$ cat config.mk
export PLATFORM = sky130hd
export DESIGN_NAME = led_seq_ctrl_flat
export DESIGN_NICKNAME = d
export VERILOG_FILES = /design/src/rtl/led_seq_pkg.sv /design/src/rtl/led_seq_ctrl_if.sv /design/src/rtl/btn_req_enc.sv /design/src/rtl/led_seq_ctrl.sv /design/src/flat_wrapper.sv
export SDC_FILE = /design/constraint.sdc
export NUM_CORES = 1
export LEC_CHECK = 0
export ABC_CLOCK_PERIOD_IN_PS = 1700
export CORE_MARGIN = 2
export CORE_UTILIZATION = 44
export DETAILED_ROUTE_END_ITERATION = 16
export PLACE_DENSITY_LB_ADDON = 0.3
export SLEW_MARGIN = 10
export SYNTH_ARGS = -nofsm -noshare
export SYNTH_HDL_FRONTEND = slang
export SYNTH_SLANG_ARGS = --single-unit
$ cat constraint.sdc
create_clock -name clock -period 1.7 [get_ports clock]
set_clock_uncertainty 0.15 [all_clocks]
set_input_delay 0.34 -clock clock [delete_from_list [all_inputs] [get_ports clock]]
set_output_delay 0.34 -clock clock [all_outputs]
set_load 0.05 [all_outputs]
$ cat src/rtl/led_seq_pkg.sv
// Shared types and helpers for the LED sequencer: mode encodings, button indices, seed patterns.
package led_seq_pkg;

  typedef enum logic [1:0] {
    StIdle   = 2'd0,
    StShiftL = 2'd1,
    StShiftR = 2'd2,
    StFlash  = 2'd3
  } mode_e;

  localparam int unsigned BtnShiftL = 0;
  localparam int unsigned BtnShiftR = 1;
  localparam int unsigned BtnFlash  = 2;
  localparam int unsigned BtnIdle   = 3;

  localparam int unsigned MaxLeds = 32;

  // Callers truncate the result to their own LED width.
  function automatic logic [MaxLeds-1:0] seed_pattern(input mode_e mode,
                                                      input int unsigned nb_leds);
    logic [MaxLeds-1:0] seed;
    seed = '0;
    unique case (mode)
      StShiftL: seed = MaxLeds'(1);
      StShiftR: seed = MaxLeds'(1) << (nb_leds - 1);
      StFlash:  seed = (nb_leds >= MaxLeds) ? '1 : ((MaxLeds'(1) << nb_leds) - MaxLeds'(1));
      StIdle:   seed = '0;
    endcase
    return seed;
  endfunction

endpackage

$ cat src/rtl/led_seq_ctrl_if.sv
// Bundles the tick/enable/button inputs and the LED/mode outputs of the LED sequencer.
interface led_seq_ctrl_if #(
  parameter int unsigned NB_LEDS = 4,
  parameter int unsigned NB_BTN  = 4
);
  logic               i_valid;
  logic               i_enable;
  logic [NB_BTN-1:0]  i_btn;
  logic [NB_LEDS-1:0] o_led;
  logic [NB_LEDS-1:0] o_led_r;
  logic [NB_LEDS-1:0] o_led_g;
  logic [NB_LEDS-1:0] o_led_b;
  logic [1:0]         o_mode;

  modport master (
    output i_valid, i_enable, i_btn,
    input  o_led, o_led_r, o_led_g, o_led_b, o_mode
  );

  modport slave (
    input  i_valid, i_enable, i_btn,
    output o_led, o_led_r, o_led_g, o_led_b, o_mode
  );
endinterface

$ cat src/rtl/btn_req_enc.sv
// Button rising-edge detector and lowest-index-wins mode request encoder.
module btn_req_enc
  import led_seq_pkg::*;
#(
  parameter int unsigned NB_BTN = 4
) (
  input  logic              clock,
  input  logic              i_reset,
  input  logic [NB_BTN-1:0] i_btn,
  output logic              o_req_valid,
  output mode_e             o_req_mode
);

  logic [NB_BTN-1:0] r_btn;
  logic [NB_BTN-1:0] w_rise;

  always_ff @(posedge clock) begin
    if (i_reset) begin
      r_btn <= '0;
    end else begin
      r_btn <= i_btn;
    end
  end

  assign w_rise = i_btn & ~r_btn;

  always_comb begin
    o_req_valid = 1'b1;
    o_req_mode  = StIdle;
    if (w_rise[BtnShiftL]) begin
      o_req_mode = StShiftL;
    end else if (w_rise[BtnShiftR]) begin
      o_req_mode = StShiftR;
    end else if (w_rise[BtnFlash]) begin
      o_req_mode = StFlash;
    end else if (w_rise[BtnIdle]) begin
      o_req_mode = StIdle;
    end else begin
      o_req_valid = 1'b0;
    end
  end

endmodule

$ cat src/rtl/led_seq_ctrl.sv
// LED sequencer: button-selected mode FSM, pattern register, flash counter and colour gating.
// Optional build macro LED_SEQ_BOUNCE_EN makes the shift modes bounce at the ends instead of wrap.
module led_seq_ctrl
  import led_seq_pkg::*;
#(
  parameter int unsigned NB_LEDS  = 4,
  parameter int unsigned NB_BTN   = 4,
  parameter int unsigned NB_FLASH = 3
) (
  input logic           clock,
  input logic           i_reset,
  led_seq_ctrl_if.slave bus
);

  localparam int unsigned CntW = $clog2(2 * NB_FLASH);
  localparam logic [CntW-1:0] LastCnt = CntW'(2 * NB_FLASH - 1);

  mode_e              r_state, w_state_d;
  logic [NB_LEDS-1:0] r_pattern, w_pattern_d;
  logic [CntW-1:0]    r_flash_cnt, w_flash_cnt_d;
  logic               w_req_valid;
  mode_e              w_req_mode;
  logic [NB_LEDS-1:0] w_seed;
  logic               w_tick;
`ifdef LED_SEQ_BOUNCE_EN
  logic               r_dir_left, w_dir_left_d;
`endif

  btn_req_enc #(
    .NB_BTN (NB_BTN)
  ) u_btn_req_enc (
    .clock       (clock),
    .i_reset     (i_reset),
    .i_btn       (bus.i_btn),
    .o_req_valid (w_req_valid),
    .o_req_mode  (w_req_mode)
  );

  assign w_seed = NB_LEDS'(seed_pattern(w_req_mode, NB_LEDS));
  assign w_tick = bus.i_valid & bus.i_enable;

  always_ff @(posedge clock) begin
    if (i_reset) begin
      r_state     <= StIdle;
      r_pattern   <= '0;
      r_flash_cnt <= '0;
`ifdef LED_SEQ_BOUNCE_EN
      r_dir_left  <= 1'b1;
`endif
    end else begin
      r_state     <= w_state_d;
      r_pattern   <= w_pattern_d;
      r_flash_cnt <= w_flash_cnt_d;
`ifdef LED_SEQ_BOUNCE_EN
      r_dir_left  <= w_dir_left_d;
`endif
    end
  end

  always_comb begin
    w_state_d     = r_state;
    w_pattern_d   = r_pattern;
    w_flash_cnt_d = r_flash_cnt;
`ifdef LED_SEQ_BOUNCE_EN
    w_dir_left_d  = r_dir_left;
`endif
    // A mode request wins over a tick in the same cycle; that tick is dropped.
    if (w_req_valid) begin
      w_state_d     = w_req_mode;
      w_pattern_d   = w_seed;
      w_flash_cnt_d = '0;
`ifdef LED_SEQ_BOUNCE_EN
      w_dir_left_d  = (w_req_mode != StShiftR);
`endif
    end else if (w_tick) begin
      unique case (r_state)
`ifdef LED_SEQ_BOUNCE_EN
        StShiftL, StShiftR: begin
          if (r_dir_left) begin
            if (r_pattern[NB_LEDS-1]) begin
              w_pattern_d  = r_pattern >> 1;
              w_dir_left_d = 1'b0;
            end else begin
              w_pattern_d = r_pattern << 1;
            end
          end else begin
            if (r_pattern[0]) begin
              w_pattern_d  = r_pattern << 1;
              w_dir_left_d = 1'b1;
            end else begin
              w_pattern_d = r_pattern >> 1;
            end
          end
        end
`else
        StShiftL: w_pattern_d = {r_pattern[NB_LEDS-2:0], r_pattern[NB_LEDS-1]};
        StShiftR: w_pattern_d = {r_pattern[0], r_pattern[NB_LEDS-1:1]};
`endif
        StFlash: begin
          if (r_flash_cnt == LastCnt) begin
            w_state_d     = StIdle;
            w_pattern_d   = '0;
            w_flash_cnt_d = '0;
          end else begin
            w_pattern_d   = ~r_pattern;
            w_flash_cnt_d = r_flash_cnt + 1'b1;
          end
        end
        StIdle: w_pattern_d = '0;
      endcase
    end
  end

  assign bus.o_led   = r_pattern;
  assign bus.o_led_r = (r_state == StShiftL) ? r_pattern : '0;
  assign bus.o_led_g = (r_state == StShiftR) ? r_pattern : '0;
  assign bus.o_led_b = (r_state == StFlash)  ? r_pattern : '0;
  assign bus.o_mode  = r_state;

endmodule

$ cat src/flat_wrapper.sv
// flat-port wrapper written by rule: the top's interface ports become plain ports
module led_seq_ctrl_flat import led_seq_pkg::*;
#(
  parameter int unsigned NB_LEDS  = 4,
  parameter int unsigned NB_BTN   = 4,
  parameter int unsigned NB_FLASH = 3
)
  (clock, i_reset, bus_i_valid, bus_i_enable, bus_i_btn, bus_o_led, bus_o_led_r, bus_o_led_g, bus_o_led_b, bus_o_mode);
  led_seq_ctrl_if #(.NB_LEDS(NB_LEDS), .NB_BTN(NB_BTN)) bus_i ();
  input logic clock;
  input logic i_reset;
  input wire logic [$bits(bus_i.i_valid)-1:0] bus_i_valid;
  input wire logic [$bits(bus_i.i_enable)-1:0] bus_i_enable;
  input wire logic [$bits(bus_i.i_btn)-1:0] bus_i_btn;
  output wire logic [$bits(bus_i.o_led)-1:0] bus_o_led;
  output wire logic [$bits(bus_i.o_led_r)-1:0] bus_o_led_r;
  output wire logic [$bits(bus_i.o_led_g)-1:0] bus_o_led_g;
  output wire logic [$bits(bus_i.o_led_b)-1:0] bus_o_led_b;
  output wire logic [$bits(bus_i.o_mode)-1:0] bus_o_mode;
  assign bus_i.i_valid = bus_i_valid;
  assign bus_i.i_enable = bus_i_enable;
  assign bus_i.i_btn = bus_i_btn;
  assign bus_o_led = bus_i.o_led;
  assign bus_o_led_r = bus_i.o_led_r;
  assign bus_o_led_g = bus_i.o_led_g;
  assign bus_o_led_b = bus_i.o_led_b;
  assign bus_o_mode = bus_i.o_mode;
  led_seq_ctrl #(.NB_LEDS(NB_LEDS), .NB_BTN(NB_BTN), .NB_FLASH(NB_FLASH)) u_core (.clock(clock), .i_reset(i_reset), .bus(bus_i));
endmodule
==> summary.txt <==
Run status
  – Status: finished, violations left
  – Failing checks: negative setup slack

Clock network
  – CTS tree: built
  – Total CTS buffers: 3
  – Hold_buf cts: 0
  – Root Buffer: clkbuf_4
  – Clk_lat worst skew: 0.30 ns
  – Reg clk slew, reported paths: 0.09 ns
  – Clk buf depth: 2
  – H-tree Lvls: 1
  – Clock sinks: 13

Floorplanning
  – Die H: 45.9 um
  – Chip width: 45.9 um
  – Die area: 0.00211 mm^2
  – Rows: 15
  – Core area: 0.00169 mm^2
  – Boundary Pins: 26
  – Initial core utilization: 45.7%

Routing
  – Via count: 818
  – Routed WL: 2170 um
  – DRT iter0 DRCs: 18
  – ANT nets after route: 0
  – DR pass1 iterations: 4
  – Residual DRC: 0
  – Avg WL per Cell: 15.0 um
  – Via/cell ratio: 5.68

Setup path
  – CP cell instances: nor2b_4 -> and2_2 -> buf_12
  – FF-to-FF Start: u_core.bus.o_mode[1]
  – Flop2flop setup slack: 0.20 ns
  – Worst Path Required: 1.21 ns
  – RR Endpoint: u_core.r_flash_cnt[2]
  – CP Max Fanout: 7
  – Crit path launch type: flop
  – Reg2reg path depth: 4
  – Worst Setup End Kind: output port
  – Crit path DAT: 1.23 ns
  – Worst path slowest cell: dfxtp_4
  – Slowest stage delay, CP: 0.40 ns
  – Crit-path leading delay family: flip-flops
  – Critical Setup Path Class: reg -> out
  – CP startpoint: u_core.bus.o_mode[1]
  – Bufs and invs on worst path: 1

Hold path
  – Hold WC Path Type: reg -> reg
  – Hold Path Cell Cnt: 2
  – Worst hold endpoint: u_core.r_flash_cnt[1]
  – Min-delay src: u_core.r_flash_cnt[1]

Placed design
  – Input/output buffers: 25
  – HPWL Detailed: 1570 um
  – Final Wtd Congestion: 0.824

Global route
  – GR Overflow Total: 0
  – First-pass GRT wire length: 3500 um
  – Largest net degree at the start of global routing: 10
  – Total GRT Usage: 23.1%
  – Initial antenna violation count: 0
  – Vias in the first global route: 811

Logic synthesis
  – Unique masters post-synth: 34
  – Top-count cell post-synth: dfxtp_1
  – Synth top area share: 33.7%
  – Post-synth EDFFs: 0
  – Ys async rst share: 0%
  – Yosys top cell by area: dfxtp_1
  – Synth Cell Area: 772 um^2
  – #FFs+latches synth: 13
  – Post-Syn Area per Cell: 9.08 um^2
  – Syn_nets: 93
  – Post-Synthesis Cells: 85
  – Top FF cell, synth: dfxtp_1
  – Ranking of synthesized cells by area: dfxtp_1 34%, and2_1 6.5%, and2b_2 5.7%, nor2b_4 5.3%, nor2_1 4.4%
  – Warnings, synthesis: 0
  – Sequential fraction of the synthesis area: 33.7%
  – Synth cell count leaders: 13 x dfxtp_1, 9 x nor2_1, 8 x and2_1

Timing
  – Period Utilization, post-route: 101%
  – Worst Tran Pin Value: 0.340 ns
  – RSZ-0062 raised after global routing: yes
  – Max Slew Vio Count: 0
  – Max Clock Freq: 583 MHz
  – Setup ws final: -0.0153 ns
  – Slew margin rel.: 77.2%
  – # setup viols final: 3
  – Minimum clock period: 1.72 ns
  – Hold Vio Cnt, Final: 0
  – Hold_ws: 0.349 ns

Cells and area
  – Area Growth Syn to Fin: 79.6%
  – Sequential cell area: 272 um^2
  – Nets: 136
  – Fill count: 93
  – Antenna diodes: 0
  – Share of post-route cells with drive strength above 1: 56.7%
  – Footprint of the multi-input gates: 515 um^2

Job
  – Max Cap Viol: 0

Power and ir drop
  – Total power: 0.834 mW
  – Pwr/cell area: 602 mW/mm^2
  – Leak: 0.580 nW
  – Worst vdd ir: 0.488 mV
==> routing by layer <==
| metal | GRT usage, % | routed length (um) |
|---|---|---|
| met1 | 26.0 | 828 |
| met2 | 42.8 | 1160 |
| met3 | 2.38 | 115 |
| met4 | 10.3 | 61 |
| met5 | 0 | 0 |
==> cells in the final DEF (no fill, tap or decap), types with 3 or more instances in the layout <==
| cell type | Yosys | layout |
|---|---|---|
| o21ai_0 | 3 | 3 |
| nor2b_4 | 3 | 3 |
| and2b_2 | 5 | 5 |
| and2_4 | 1 | 5 |
| clkdlybuf4s50_1 | 0 | 7 |
| dfxtp_1 | 13 | 8 |
| buf_4 | 2 | 16 |
| nand2b_1 | 3 | 3 |
| clkbuf_4 | 0 | 3 |
| dfxtp_2 | 0 | 3 |
| and2_2 | 1 | 3 |
| buf_12 | 0 | 18 |
| and3_2 | 0 | 3 |
| nand2_1 | 6 | 6 |
| nor2_1 | 9 | 9 |
==> worst max path at each step <==
stage	end	slack (ns)	cells after the start
final	bus_o_led_g[3]	-0.02	3
after global routing	bus_o_led_g[3]	-0.05	3
after CTS	bus_o_led_g[3]	-0.008	3
after detailed placement	u_core.bus.o_led[3]	-0.22	5
after global placement	u_core.bus.o_led[0]	-0.20	5
after floorplan	u_core.bus.o_led[2]	-0.03	5
==> cells by family after synthesis <==
group	after synthesis	share of synthesized area (%)
AO/OA/AOI/OAI	16	17.5
XOR/XNOR	1	1.13
buffers and inverters	3	3.40
flip-flops	13	33.7
AND/OR/NAND/NOR	52	44.2
==> timing repair <==
| action | CTS | global route |
|---|---|---|
| pin swaps | 0 | 2 |
| setup buffers | 3 | 3 |
| setup endpoints to repair | 8 | 13 |
| resized for setup | 3 | 7 |
==> where the power goes <==
group	internal [mW]	switching, mW	total [mW]
Combinational	0.147	0.133	0.280
Sequential	0.321	0.0255	0.347
Clock	0.0879	0.119	0.207
Total	0.556	0.278	0.834
==> worst reg2reg max path: cells and delay by family, from the launching register on <==
family / cells / cell delay (ns)
simple gates: 2 / 0.60
flops: 1 / 0.40
buf+inv: 1 / 0.16
compound gates: 1 / 0.14
==> registers in the layout, summed over array words and instances (netlist names) <==
register	flops
u_core.r_flash_cnt	3
u_core.bus.o_led	4
u_core.bus.o_mode	2
u_core.u_btn_req_enc.r_btn	4
==> final cells by class <==
cell class / count / share of cell area [%]
well taps: 17 / 1.53
clock inverters: 1 / 0.361
multi-input cells: 69 / 37.2
repair buffers: 41 / 39.7
flip-flops and latches: 13 / 19.6
clock buffers: 3 / 1.62
==> metrics by stage <==
| stage | setup WS [ns] | instances | TNS (ns) | cell area [um^2] | utilization, % |
|---|---|---|---|---|---|
| floorplan | -0.0271 | 85 | -0.0389 | 790 | - |
| global placement | -0.196 | 134 | -1.53 | 1290 | 76.4 |
| detailed placement | -0.217 | 134 | -1.74 | 1290 | 76.4 |
| CTS | -0.00763 | 141 | -0.0109 | 1350 | 79.6 |
| global route | -0.0512 | 144 | -0.245 | 1390 | 82.1 |
| finish | -0.0153 | 144 | -0.0396 | 1390 | 82.1 |
(Power assumes the default switching activity.)
